[config.mk]
export PLATFORM = sky130hd
export DESIGN_NAME = mem_arbiter
export DESIGN_NICKNAME = d
export VERILOG_FILES = /design/src/rtl/mem_arbiter.sv
export SDC_FILE = /design/constraint.sdc
export NUM_CORES = 1
export LEC_CHECK = 0
export BUFFER_PORTS_ARGS = -buffer_cell sky130_fd_sc_hd__buf_2
export CORE_MARGIN = 8
export CORE_UTILIZATION = 43
export CTS_CLUSTER_SIZE = 40
export DETAILED_ROUTE_END_ITERATION = 7
export PLACE_DENSITY = 0.92
export SLEW_MARGIN = 0
export SYNTH_ARGS = -nofsm -noshare
export SYNTH_HDL_FRONTEND = slang
export SYNTH_SLANG_ARGS = --single-unit
[constraint.sdc]
create_clock -name clk -period 2.5 [get_ports clk]
set_input_delay 0.375 -clock clk [delete_from_list [all_inputs] [get_ports clk]]
set_output_delay 0.375 -clock clk [all_outputs]
set_load 0.02 [all_outputs]
[src/rtl/mem_arbiter.sv]
// Two-master (fetch / load-store) arbiter in front of a single-outstanding memory port.
// LSU has priority; a starvation counter forces an IF win after STARVE_LIMIT LSU wins.
module mem_arbiter #(
  parameter int unsigned STARVE_LIMIT = 4
) (
  input  logic        clk,
  input  logic        rst,
  input  logic        i_flush,
  input  logic        if_req_valid,
  output logic        if_req_ready,
  input  logic [31:0] if_req_addr,
  output logic        if_rsp_valid,
  output logic [31:0] if_rsp_rdata,
  input  logic        lsu_req_valid,
  output logic        lsu_req_ready,
  input  logic [31:0] lsu_req_addr,
  input  logic        lsu_req_we,
  input  logic [3:0]  lsu_req_be,
  input  logic [31:0] lsu_req_wdata,
  output logic        lsu_rsp_valid,
  output logic [31:0] lsu_rsp_rdata,
  output logic        mem_req_valid,
  input  logic        mem_req_ready,
  output logic [31:0] mem_req_addr,
  output logic        mem_req_we,
  output logic [3:0]  mem_req_be,
  output logic [31:0] mem_req_wdata,
  input  logic        mem_rsp_valid,
  input  logic [31:0] mem_rsp_rdata,
  output logic        o_busy,
  output logic        o_owner
);

  typedef enum logic [1:0] {
    IDLE     = 2'd0,
    ISSUE    = 2'd1,
    WAIT_RSP = 2'd2
  } state_e;

  localparam logic [3:0] LIMIT = 4'(STARVE_LIMIT);

  state_e      state_q, state_d;
  logic [3:0]  starve_q, starve_d;
  logic        drop_q, drop_d;
  logic        owner_q, owner_d;
  logic [31:0] addr_q, addr_d;
  logic        we_q, we_d;
  logic [3:0]  be_q, be_d;
  logic [31:0] wdata_q, wdata_d;
  logic        lsu_wins;

  always_comb begin
    // NOTE: every signal driven here gets a default first, so no path can infer a latch.
    state_d       = state_q;
    starve_d      = starve_q;
    drop_d        = drop_q;
    owner_d       = owner_q;
    addr_d        = addr_q;
    we_d          = we_q;
    be_d          = be_q;
    wdata_d       = wdata_q;
    if_req_ready  = 1'b0;
    lsu_req_ready = 1'b0;
    if_rsp_valid  = 1'b0;
    if_rsp_rdata  = '0;
    lsu_rsp_valid = 1'b0;
    lsu_rsp_rdata = '0;
    lsu_wins      = lsu_req_valid && !(if_req_valid && (starve_q == LIMIT));

    unique case (state_q)
      IDLE: begin
        if (lsu_wins) begin
          lsu_req_ready = 1'b1;
          owner_d       = 1'b1;
          addr_d        = lsu_req_addr;
          we_d          = lsu_req_we;
          be_d          = lsu_req_be;
          wdata_d       = lsu_req_wdata;
          drop_d        = 1'b0;
          state_d       = ISSUE;
          if (if_req_valid && (starve_q != LIMIT)) starve_d = starve_q + 4'd1;
        end else if (if_req_valid) begin
          if_req_ready = 1'b1;
          owner_d      = 1'b0;
          addr_d       = if_req_addr;
          we_d         = 1'b0;
          be_d         = 4'hF;
          wdata_d      = '0;
          drop_d       = 1'b0;
          starve_d     = '0;
          state_d      = ISSUE;
        end
      end
      ISSUE: begin
        if (!owner_q && i_flush) drop_d = 1'b1;
        if (mem_req_ready) state_d = WAIT_RSP;
      end
      WAIT_RSP: begin
        if (!owner_q && i_flush) drop_d = 1'b1;
        if (mem_rsp_valid) begin
          state_d = IDLE;
          drop_d  = 1'b0;
          if (owner_q) begin
            lsu_rsp_valid = 1'b1;
            lsu_rsp_rdata = mem_rsp_rdata;
          end else if (!(drop_q || i_flush)) begin
            // A flush coinciding with the response still discards it.
            if_rsp_valid = 1'b1;
            if_rsp_rdata = mem_rsp_rdata;
          end
        end
      end
      default: state_d = IDLE;
    endcase

    mem_req_valid = (state_q == ISSUE);
    o_busy        = (state_q != IDLE);
    o_owner       = owner_q;

    // Handshake/status outputs are forced low while reset is held, whatever the state.
    if (rst) begin
      if_req_ready  = 1'b0;
      lsu_req_ready = 1'b0;
      if_rsp_valid  = 1'b0;
      if_rsp_rdata  = '0;
      lsu_rsp_valid = 1'b0;
      lsu_rsp_rdata = '0;
      mem_req_valid = 1'b0;
      o_busy        = 1'b0;
      o_owner       = 1'b0;
    end
  end

  // NOTE: sequential state uses non-blocking assignments only.
  always_ff @(posedge clk) begin
    if (rst) begin
      state_q  <= IDLE;
      starve_q <= '0;
      drop_q   <= 1'b0;
      owner_q  <= 1'b0;
      addr_q   <= '0;
      we_q     <= 1'b0;
      be_q     <= '0;
      wdata_q  <= '0;
    end else begin
      state_q  <= state_d;
      starve_q <= starve_d;
      drop_q   <= drop_d;
      owner_q  <= owner_d;
      addr_q   <= addr_d;
      we_q     <= we_d;
      be_q     <= be_d;
      wdata_q  <= wdata_d;
    end
  end

  assign mem_req_addr  = addr_q;
  assign mem_req_we    = we_q;
  assign mem_req_be    = be_q;
  assign mem_req_wdata = wdata_q;

endmodule

; ---- Word level (Yosys, flattened, before mapping)
; Index checks and enable logic that the tools add are counted.
[word_totals]
regBits = 77
latchBits = 0
ramBits = 0
rom_bits = 0
inputBits = 140
elab_cells = 81
n_memories = 0
[classes]
n_addsub = 1
n_mul = 0
div_mod_pow = 0
magnitude_cmp = 0
eq_ne = 8
shift = 0
muxes = 49
bitwise_logic = 0
n_reduce_logical = 15
[ops]
columns = op, count
row1 = $mux 32, 13
row2 = $mux 1, 25
row3 = $mux 4, 5
row4 = $mux 2, 4
row5 = $pmux 2 s3, 1
row6 = $reduce_and 3->1, 2
row7 = $add 4x1->4 const B, 1
row8 = $eq 4x3->1 const B, 1
row9 = $logic_and 1x1->1, 4
row10 = $ne 2x2->1 const B, 2
row11 = $ne 4x3->1 const B, 1
row12 = $reduce_and 2->1, 2
row13 = $reduce_bool 2->1, 2
row14 = $ne 3x3->1 const B, 1
row15 = $pmux 1 s3, 1
row16 = $reduce_bool 3->1, 1
row17 = $eq 2x1->1 const B, 1
row18 = $eq 2x2->1 const B, 1
row19 = $logic_not 1->1, 2
row20 = $logic_not 2->1, 1
row21 = $ne 2x1->1 const B, 1
row22 = $logic_or 1x1->1, 1

; ---- Longest topological paths before layout
[depth]
depth_word = 7
ltp_mapped = 9

; ---- Least setup slack after synthesis
; No wires, ideal clock.
[synth_path]
kind = reg2out
startpoint = register owner_q
endpoint = output port lsu_rsp_rdata[22]
arrival_time_ns = 1.631
required_time_ns = 2.125
path_slack_ns = 0.494
stages_incl_launch_ff = 5
path_cell_list = dfxtp_1 -> nor2b_1 -> and3_1 -> clkbuf_1 -> and2_1
[synth_via]
elab_chain_cells = 4
[synth_lines]
columns = item, line
row1 = start: declaration, 45  ; logic owner_q, owner_d;
row2 = start signal: assignment, 149  ; owner_q <= owner_d;
row3 = $mux 32, 103  ; if (owner_q) begin
row4 = $mux 32, 100  ; if (mem_rsp_valid) begin
row5 = $mux 32, 70  ; unique case (state_q)
row6 = $mux 32, 121  ; if (rst) begin
row7 = end: declaration, 21  ; output logic [31:0] lsu_rsp_rdata,
; Every way passes these cells.

; ---- Worst setup path after layout
[layout_path]
startpoint = register starve_q[0]
endpoint = output port if_req_ready
[layout_via]
elab_chain_cells = 7
[layout_lines]
columns = item, line
row1 = start: declaration, 43  ; logic [3:0] starve_q, starve_d;
row2 = start signal: assignment, 147  ; starve_q <= starve_d;
row3 = $eq 4x3->1, 68  ; lsu_wins = lsu_req_valid && !(if_req_valid && (starve_q == LIMIT));
row4 = $logic_and 1x1->1, 68
row5 = $logic_not 1->1, 68
row6 = $logic_and 1x1->1, 68
row7 = $mux 1, 72  ; if (lsu_wins) begin
row8 = $mux 1, 70
row9 = $mux 1, 121
row10 = end: declaration, 10  ; output logic if_req_ready,
; Every way passes these cells.

==> flow_metrics.tcl <==
set metrics [dict create \
    min_path_type "in2reg" \
    netlist.top_cell.by_area "sky130_fd_sc_hd__dfxtp_1" \
    holdBufCountCts 0 \
    cp_cell_sequence "inv_1 > ha_1 > nand4b_1 > and2_2 > nor3_2 > buf_2" \
    grt_antenna_before_repair 4 \
    placement.cell_area_sq_um 5060 \
    achievable-frequency_mhz 434 \
    maxSlewHeadroom_pct 42.7 \
    cts_resized 0 \
    cts.root.buffer_cell "sky130_fd_sc_hd__clkbuf_8" \
    setup_slack_ps 198 \
    synth.avg_cell_area_sq_um 7.81 \
    antenna_violating_nets_post_route 0 \
    syn_to_final_growth_pct 45.8 \
    status "complete, no violations" \
    finalHoldViolations 0 \
    ys_ff_latch 77 \
    clk_pin_slew_ps 90 \
    fill_cells 687 \
    floorplan.die_area_sq_um 11600 \
    period_minus_slack_ps 2300 \
    critical_path_class "reg2out" \
    cpPeakStageDelay_ps 350 \
    timing.critical_path.arrival_ps 1930 \
    core.rowCount 33 \
    initialDrtViolationCount 294 \
    utilization_pct 64.6 \
    mean_number_of_vias_per_cell 5.28 \
    tritoncts "built" \
    clock_latency_late_sink_ps 340 \
    route.detailed.wl_per_inst_um 17.6 \
    post_synth_main_area_contributors "sky130_fd_sc_hd__dfxtp_1 (43%), sky130_fd_sc_hd__and2_1 (11%), sky130_fd_sc_hd__nor3_1 (10%), sky130_fd_sc_hd__nor2_1 (6.4%), sky130_fd_sc_hd__nor4_1 (5.7%)" \
    grt.total_usage_pct 23.7 \
    setup_viol 0 \
    initial_utilization_pct 44.3 \
    wire_length_of_the_first_global_routing_pass_mm 22.4 \
    pre_cts_setup_slack_ps 385 \
    half_perimeter_wire_length_after_placement_mm 11.7 \
    synthDistinctLibCells 30 \
    htree_levels 3 \
    post_route_cells_drive_above_1_share_pct 42.7 \
    mappedNetlistNets 610 \
    fin_hold_ws_ps 277 \
    globalRouteOverflowTotal 0 \
    start_kind "flop" \
    grt_pass1_vias 4435 \
    io_buffers 279 \
    max_cap_viol_count 0 \
    worst_ep_required_time_ps 2120 \
    unrepaired_setup_endpoints_after_global_routing "false" \
    first_pass_drt_iterations 7 \
    cpMaxStageDelayCell "sky130_fd_sc_hd__dfxtp_1" \
    drc_errors 0 \
    die-height_um 108 \
    cts_made_buffers 9 \
    synth_largest_type_area_fraction_pct 42.5 \
    timing_worst_slew_pin_value_ps 856 \
    grt_max_degree 69 \
    synthesis.area_sq_um 3620 \
    ys_seq_area_share_pct 42.5 \
    totalWireLength_mm 14.7 \
    cts_buffer_depth 2 \
    share_of_the_clock_period_used_by_the_worst_path_pct 92.1 \
    synth_cells 464 \
    finish.net_count 867 \
    fin_skew_ps 13.9 \
    critical_path.max_fanout 15 \
    setup-tns-final_ps 0 \
    routabilityCongestion 0.872 \
    tritoncts_num_sinks 77 \
    core_sq_um 8180 \
    crit_buf_inv 2 \
    peakVddDrop_mv 0.479 \
    p_leak_uw 0.00273 \
    postCtsSetupRepairBufs 0 \
    yosys_warnings 0 \
    number_of_slew_limit_violations_in_the_final_report 0 \
    post-route-cell-area_sq_um 5280 \
    vias 4412 \
    ioPinCount 280 \
    critPathTopFamily "simple AND/OR/NAND/NOR gates" \
    die_x_um 108 \
    power_density_of_the_placed_cells_nw_per_um2 673 \
    critPathCaptureType "output port" \
]
metal layers:
metal  up-vias  share of wire [%]  global-route usage, %
li1       2117                  -                      -
met4         0                3.3                   13.3
met1      1992                 36                   26.3
met3        39                9.6                   6.65
met2       264                 51                   40.0
met5         -                  0                      0
final cells by class:
type / count / area (sq um) / area share, %
clock buffer: 10 / 138 / 2.60
tap: 105 / 131 / 2.49
inverter: 5 / 18.8 / 0.355
multi-input combinational: 338 / 1870 / 35.4
clock inverter: 6 / 68.8 / 1.30
timing repair buffer: 290 / 1500 / 28.5
antenna: 5 / 12.5 / 0.237
sequential: 77 / 1540 / 29.2
placed cells by master, fill, tap and decap left out, types with 2 or more instances in the layout:
cell                       netlist  layout
sky130_fd_sc_hd__and3_1          3       3
sky130_fd_sc_hd__clkbuf_8        0      10
sky130_fd_sc_hd__dfxtp_1        77      77
sky130_fd_sc_hd__a22oi_1        19      19
sky130_fd_sc_hd__buf_12          0       2
sky130_fd_sc_hd__diode_2         0       5
sky130_fd_sc_hd__buf_2          22     279
sky130_fd_sc_hd__inv_6           0       2
sky130_fd_sc_hd__nand2_1        21      21
sky130_fd_sc_hd__a21oi_1        20      20
sky130_fd_sc_hd__nor4_1         33      33
sky130_fd_sc_hd__nand3_1        16      16
sky130_fd_sc_hd__and2_1         65      64
sky130_fd_sc_hd__inv_1           5       5
sky130_fd_sc_hd__buf_4           3       9
sky130_fd_sc_hd__nor2b_1         4       4
sky130_fd_sc_hd__nor3b_1         2       2
sky130_fd_sc_hd__nor3_1         75      75
sky130_fd_sc_hd__nor2_1         62      61
sky130_fd_sc_hd__ha_1            6       6
cells in the mapped netlist (all sizes together):
cell type / count
a21oi: 20
a22oi: 19
a31oi: 1
and2: 65
and3: 3
buf: 26
clkbuf: 18
dfxtp: 77
ha: 6
inv: 5
mux2i: 1
nand2: 21
nand3: 16
nand3b: 1
nand4: 1
nand4b: 1
nor2: 62
nor2b: 4
nor3: 76
nor3b: 2
nor4: 33
o21a: 1
o21ai: 1
o31ai: 1
o32a: 1
or3: 1
or4: 1
sequential cells by signal (all words and copies together), names as in the netlist:
register       flops
drop_q             1
mem_req_addr      32
mem_req_be         4
mem_req_wdata     32
mem_req_we         1
owner_q            1
starve_q           4
state_q            2
metrics by stage:
stage | instances | power (uW)
2_1_floorplan | 464 | 2190
3_3_place_gp | 815 | 2560
3_5_place_dp | 815 | 2610
4_1_cts | 831 | 3580
5_1_grt | 835 | 3760
6_report | 836 | 3560
logic make-up after synthesis:
group | count (synthesis) | synth area share [%]
buf+inv | 49 | 6.35
compound gates | 44 | 7.80
mux | 1 | 0.276
fa+ha+maj | 6 | 2.07
simple gates | 287 | 41.0
flops | 77 | 42.5
path summary, 6_finish.rpt:
kind | startpoint | slack (ps) | depth (start not counted) | to
setup / recovery | starve_q[0]$_SDFFE_PP0P_ | 200 | 6 | if_req_ready
hold / removal | lsu_req_we | 280 | 3 | mem_req_we$_SDFFE_PP0P_
setup reg to reg | state_q[0]$_SDFFE_PP0P_ | 460 | 6 | mem_req_addr[11]$_SDFFE_PP0P_
hold reg to reg | mem_req_wdata[13]$_SDFFE_PP0P_ | 460 | 2 | mem_req_wdata[13]$_SDFFE_PP0P_
worst register-to-register path, cell delays in order, from the launching register on:
cell and delay (ps):
sky130_fd_sc_hd__dfxtp_1 370, sky130_fd_sc_hd__inv_1 90, sky130_fd_sc_hd__ha_1 310, sky130_fd_sc_hd__o21ai_4 360
sky130_fd_sc_hd__buf_12 360, sky130_fd_sc_hd__nor3_1 120, sky130_fd_sc_hd__nor4_1 330
where the power goes:
group | internal [uW] | total, uW | switching [uW]
logic | 398 | 1120 | 726
clock network | 496 | 967 | 472
registers | 1380 | 1470 | 84.1
Power figures use the tool's default switching activity.
